[config.mk]
export PLATFORM = sky130hd
export DESIGN_NAME = nrisc_data_arbiter
export DESIGN_NICKNAME = d
export VERILOG_FILES = /design/src/rtl/nrisc_pkg.sv /design/src/rtl/nrisc_arb_pick.sv /design/src/rtl/nrisc_data_arbiter.sv
export SDC_FILE = /design/constraint.sdc
export NUM_CORES = 1
export LEC_CHECK = 0
export ABC_AREA = 1
export CAP_MARGIN = 20
export CORE_AREA = 3 3 90 92
export CTS_BUF_LIST = sky130_fd_sc_hd__clkbuf_8
export CTS_CLUSTER_DIAMETER = 120
export DETAILED_ROUTE_END_ITERATION = 8
export DIE_AREA = 0 0 93 95
export GPL_TIMING_DRIVEN = 1
export MAX_ROUTING_LAYER = met4
export PLACE_DENSITY_LB_ADDON = 0.25
export RECOVER_POWER = 50
export SYNTH_ARGS = -nofsm -noshare
export SYNTH_HDL_FRONTEND = slang
export SYNTH_SLANG_ARGS = --single-unit
[constraint.sdc]
create_clock -name clk -period 2.88 [get_ports clk]
set_input_delay 0.72 -clock clk [delete_from_list [all_inputs] [get_ports clk]]
set_output_delay 0.72 -clock clk [all_outputs]
set_load 0.02 [all_outputs]
[src/rtl/nrisc_pkg.sv]
// nrisc_pkg: shared widths, port indices and arbiter FSM states for the nrisc data path
package nrisc_pkg;
  localparam int DATA_W_DEF = 16;
  localparam int ADDR_W_DEF = 16;
  localparam logic PORT_CPU = 1'b0;
  localparam logic PORT_IO = 1'b1;
  typedef enum logic {IDLE, ACCESS} state_t;
endpackage

[src/rtl/nrisc_arb_pick.sv]
// nrisc_arb_pick: 2-way winner selector; round-robin under NRISC_DATA_ARB_RR_EN, else fixed CPU priority
module nrisc_arb_pick
  import nrisc_pkg::*;
(
  input  logic       clk,
  input  logic       rst,
  input  logic [1:0] i_elig,
  output logic       o_valid,
  output logic       o_win
);
`ifdef NRISC_DATA_ARB_RR_EN
  localparam logic RR = 1'b1;
`else
  localparam logic RR = 1'b0;
`endif
  logic r_last;
  assign o_valid = |i_elig;
  // On a tie the port not granted last wins; reset leaves IO as "last" so CPU goes first
  assign o_win = &i_elig ? RR & ~r_last : i_elig[PORT_IO];
  always_ff @(posedge clk) begin
    if (rst) r_last <= PORT_IO;
    else if (o_valid) r_last <= o_win;
  end
endmodule

[src/rtl/nrisc_data_arbiter.sv]
// nrisc_data_arbiter: CPU/IO arbiter onto one single-cycle data memory port
// Round-robin tie-break when NRISC_DATA_ARB_RR_EN is defined, fixed CPU priority otherwise
module nrisc_data_arbiter
  import nrisc_pkg::*;
#(
  parameter int DATA_W = DATA_W_DEF,
  parameter int ADDR_W = ADDR_W_DEF
) (
  input  logic              clk,
  input  logic              rst,
  input  logic              cpu_req,
  input  logic              cpu_we,
  input  logic [ADDR_W-1:0] cpu_addr,
  input  logic [DATA_W-1:0] cpu_wdata,
  output logic              cpu_gnt,
  output logic              cpu_rvalid,
  input  logic              io_req,
  input  logic              io_we,
  input  logic [ADDR_W-1:0] io_addr,
  input  logic [DATA_W-1:0] io_wdata,
  output logic              io_gnt,
  output logic              io_rvalid,
  output logic [DATA_W-1:0] rdata,
  output logic              mem_en,
  output logic              mem_we,
  output logic [ADDR_W-1:0] mem_addr,
  output logic [DATA_W-1:0] mem_wdata,
  input  logic [DATA_W-1:0] mem_rdata
);
  state_t r_state;
  logic r_cpu_gnt, r_io_gnt, r_cpu_rvalid, r_io_rvalid, r_we, r_owner;
  logic [ADDR_W-1:0] r_addr;
  logic [DATA_W-1:0] r_wdata;
  logic w_valid, w_win;
  // A port holding gnt this cycle is presenting a stale command, so it sits out
  wire [1:0] w_elig = {io_req & ~r_io_gnt, cpu_req & ~r_cpu_gnt};
  nrisc_arb_pick u_pick (
    .clk(clk),
    .rst(rst),
    .i_elig(w_elig),
    .o_valid(w_valid),
    .o_win(w_win)
  );
  always_ff @(posedge clk) begin
    if (rst) begin
      r_state <= IDLE;
      r_cpu_gnt <= 1'b0;
      r_io_gnt <= 1'b0;
      r_cpu_rvalid <= 1'b0;
      r_io_rvalid <= 1'b0;
      r_we <= 1'b0;
      r_owner <= PORT_CPU;
      r_addr <= '0;
      r_wdata <= '0;
    end else begin
      r_cpu_rvalid <= r_state == ACCESS && !r_we && r_owner == PORT_CPU;
      r_io_rvalid <= r_state == ACCESS && !r_we && r_owner == PORT_IO;
      r_cpu_gnt <= w_valid && w_win == PORT_CPU;
      r_io_gnt <= w_valid && w_win == PORT_IO;
      r_state <= w_valid ? ACCESS : IDLE;
      r_we <= w_valid && (w_win ? io_we : cpu_we);
      if (w_valid) begin
        r_owner <= w_win;
        r_addr <= w_win ? io_addr : cpu_addr;
        r_wdata <= w_win ? io_wdata : cpu_wdata;
      end
    end
  end
  assign cpu_gnt = r_cpu_gnt;
  assign io_gnt = r_io_gnt;
  assign cpu_rvalid = r_cpu_rvalid;
  assign io_rvalid = r_io_rvalid;
  assign mem_en = r_state == ACCESS;
  assign mem_we = r_we;
  assign mem_addr = r_addr;
  assign mem_wdata = r_wdata;
  assign rdata = mem_rdata;
endmodule

* Word-level counts from Yosys, hierarchy flattened
Cells that the tools add are included.
** Storage, ports and cells
- Bits of input ports :: 86
- Register bits after elaboration :: 39
- Word-level logic and storage cells :: 29
- Output and inout port bits :: 54
** Cells by class
- Mux-type cells :: 5
- Reductions and logical operators :: 9
- Bitwise logic cells :: 6
** Operators by type and width (number)
- two-way mux 16 bit :: 2
- logical AND 1 bit :: 6
- inverter 1 bit :: 4
- two-way mux 1 bit :: 3
- AND 1 bit :: 2
- AND reduction 2 bit :: 1
- OR reduction 2 bit :: 1
- zero test 1 bit :: 1

* Logic depth before layout (Yosys ltp)
- Word-level depth :: 6
- Gate-level depth with buffers :: 7
- Gate-level depth less buffers :: 6

* Cells and area by module
A second synthesis with hierarchy kept.
** Unflattened totals
- Cell total of the unflattened synthesis :: 289
- Area, all modules :: 1939.4 sq um
** By module, submodules not included
- nrisc_data_arbiter :: area an instance 1924.3 sq um, cells each 285, times used 1
- nrisc_arb_pick :: area an instance 15.0 sq um, cells each 4, times used 1

* Worst setup path after synthesis
OpenSTA, ideal clock, no wires.
- Kind :: input to output
- Start :: input mem_rdata[0]
- End :: output rdata[0]
- Stages :: 1
- Required time :: 2.160 ns
- Setup slack :: 1.306 ns
- Arrival :: 0.854 ns
- Cell sequence :: buf_4
** RTL lines
- start, declared :: RTL line nrisc_data_arbiter.sv:28 : input logic [DATA_W-1:0] mem_rdata
- end, declared :: RTL line nrisc_data_arbiter.sv:23 : output logic [DATA_W-1:0] rdata,
No word-level cell between the ends.

* Final worst setup path
- Start :: input cpu_req
- End :: register r_wdata[14] (netlist: mem_wdata[14])
** Between the ends
- Longest elaborated chain between the ends :: 4
- Elaborated cells on any way between the ends :: 5
- Those cells by class :: 2 x mux; 1 x bitwise; 2 x reduce/logical
** Ends and longest elaborated chain
- start, declared :: RTL line nrisc_data_arbiter.sv:11 : input logic cpu_req,
- AND 1 bit (*) :: RTL line nrisc_data_arbiter.sv:36 : wire [1:0] w_elig = {io_req & ~r_io_gnt, cpu_req & ~r_cpu_gnt};
- AND reduction 2 bit :: RTL line nrisc_arb_pick.sv:19 : assign o_win = &i_elig ? RR & ~r_last : i_elig[PORT_IO];
- two-way mux 1 bit :: RTL line nrisc_arb_pick.sv:19
- two-way mux 16 bit :: RTL line nrisc_data_arbiter.sv:65 : r_wdata <= w_win ? io_wdata : cpu_wdata;
- end signal, assigned :: RTL line nrisc_data_arbiter.sv:65
- end, declared :: RTL line nrisc_data_arbiter.sv:33 : logic [DATA_W-1:0] r_wdata;
Every way passes the cells marked *; elsewhere a longest branch is shown, timed or not.
A chain may end at the register's enable or synchronous reset.

==> run metrics <==
n_diodes=0; number of global-route vias before repair=2071; sequential cell area fraction in the yosys report=35.4%; Filler Cell Count=801; CP Launch Type=input pin; Vias per Instance=4.18; share of layout cells above drive strength 1=11.7%; Post-synth top flop=dfxtp_1; initial core utilization=30.2%; total CTS buffers=5; Synth Net Count=403; largest cells by area after synthesis=dfxtp_1 35%, nand2_1 17%, nand3_2 14%, inv_1 11%, nand3_1 8.0%; Synth Instances=317; CP required=3060 ps; R2R depth=6; Post-CTS Resized=0; WP buf/inv=2; final wirelength=5800 um; Internal=1.01 mW; Final period util=81.7%; worst min path class=reg2reg; synth cell count leaders=98 x nand2_1, 66 x inv_1, 39 x dfxtp_1; CTS H-tree depth=2; Ports=140; critical path's most frequent cell=nand2_1; flip-flop and latch count after synthesis=39; endpoints failing hold=0; mapped cell area=2200 um^2; min Tclk post-route=2350 ps; CTS sink count=39; Gate power share=29.0%; async set or reset register ratio after synthesis=0%; initial antenna violation count=0; Post-DP HPWL=4170 um; area of the multi-input gates=936 um^2; VDD IR max=0.171 mV; Routed wire per std cell=11.5 um; 1st-pass router iterations=4; Area growth, synth to finish=49.5%; yosys warns=0; clock root cell=clkbuf_8; largest net degree at the start of global routing=34; sw frac=29.5%; Die Height=95 um; clk_lat worst skew=280 ps; clock network power share=27.9%; die area=8840 um^2; Critical Path AT=2540 ps; CP cell instances=clkdlybuf4s50_1, nand2_2, inv_1, nand2_1, nand3_2, nand2_1; Yosys cell types=22; Post-synth EDFFs=0; clock buffer depth=2; Die X=93 um; GRT overflow=0; via count=2098; global-route wire length before repair=9200 um; Worst setup EP type=flop; Hold Path Cell Cnt=1; CP Class=in2reg; CP max FO=33; maximum clock rate=425 MHz; Clock Skews=6.14 ps; Post-CTS Setup Inserts=0; post-route ant nets=0; Synth top area share=35.4%; count leader, synth=nand2_1; IO buf count=107; nets=488; total chip power=1.43 mW; # hold bufs at CTS=0; GPL Wtd Cong=0.732; number of endpoints failing setup at the final stage=0; drt first-iter violations=47; Crit path largest cell delay=770 ps; CTS clk-pin slew, worst paths=70 ps; Post-Route Setup TNS=0 ps; Synth area leader=dfxtp_1; max-cap viol count=0; status=finished clean; RSZ-0062 raised after global routing=no; P_sw=0.423 mW; Pwr per Cell Area=434 nW/um^2; worst slew pin tran=1050 ps; delay-heaviest family, CP=buffers and inverters; Levels on crit path=6; row cnt=31; Slew headroom=30.0%; max-slew violations=0; register area=781 um^2; CTS tree=built; average size of a mapped cell=6.95 um^2; Slowest-stage cell, CP=inv_1; core area=7290 um^2; sequential power share=43.1%; GRT Total Usage=13.2%; number of remaining DRC errors=0; Static Leak=1.72 nW
cell usage in the layout (no fill, tap or decap):
cell type / instances
nor3_1: 1
clkbuf_8: 7
nor2_1: 2
nand3_2: 30
inv_4: 1
a211oi_1: 1
nand3_4: 1
inv_1: 68
nor4_1: 2
a21oi_1: 1
nand2_2: 1
inv_2: 3
buf_4: 1
dlygate4sd3_1: 25
clkdlybuf4s50_1: 82
nand4_1: 1
or2_2: 1
nand3_1: 35
nand2_4: 1
nand2_1: 98
dfxtp_1: 39
nand3b_1: 1
clkbuf_2: 1
per-layer routing:
metal / GRT usage, % / wire, um / part of all wire (%) / up-vias
met5: - / 0 / 0 / -
met4: 4.27 / 59 / 1.0 / 0
met3: 4.70 / 492 / 8.5 / 8
met2: 21.1 / 2660 / 46 / 73
met1: 15.6 / 2580 / 45 / 917
li1: - / - / - / 1100
power groups by stage:
| stage | logic, mW | registers (mW) | clock network, mW |
|---|---|---|---|
| finish | 0.415 | 0.616 | 0.399 |
| CTS | 0.434 | 0.618 | 0.415 |
| floorplan | 0.188 | 0.689 | 0 |
| detailed placement | 0.432 | 0.630 | 0 |
| global route | 0.454 | 0.622 | 0.438 |
| global placement | 0.430 | 0.630 | 0 |
layout make-up:
| class | instances | area share (%) |
|---|---|---|
| timing repair buffer | 109 | 32.9 |
| multi-input combinational | 176 | 28.4 |
| sequential | 39 | 23.7 |
| clock inverter | 1 | 0.114 |
| inverter | 71 | 8.17 |
| clock buffer | 7 | 2.93 |
| tap | 99 | 3.76 |
stage by stage:
step,utilization [%],worst slack (ps),instance area (um^2),hold slack [ps],cells
after floorplan,-,1310,2200,395,317
after global placement,43.8,567,3200,423,494
after detailed placement,43.8,552,3200,423,494
after CTS,45.2,846,3300,434,502
after global routing,45.2,383,3290,442,502
final,45.2,526,3290,434,502
registers in the layout, summed over array words and instances, names as in the netlist:
name and flops:
cpu_rvalid 1, mem_we 1, mem_en 1, r_owner 1, io_rvalid 1, mem_addr 16, cpu_gnt 1, mem_wdata 16
io_gnt 1
final timing paths:
| check | startpoint | endpoint | slack (ps) |
|---|---|---|---|
| worst max-delay path | cpu_req | mem_wdata[14]$_SDFFE_PP0P_ | 530 |
| worst min-delay path | r_owner$_SDFFE_PP0P_ | cpu_rvalid$_SDFF_PP0_ | 430 |
| worst max register to register | cpu_gnt$_SDFF_PP0_ | mem_wdata[14]$_SDFFE_PP0P_ | 1130 |
| worst min register to register | r_owner$_SDFFE_PP0P_ | cpu_rvalid$_SDFF_PP0_ | 430 |
cell families after synthesis:
| logic type | share of synthesized area (%) |
|---|---|
| AOI/OAI and AO/OA | 0.568 |
| buffers and inverters | 22.1 |
| and+or+nand+nor | 41.9 |
| DFF | 35.4 |
(Power assumes the default switching activity.)
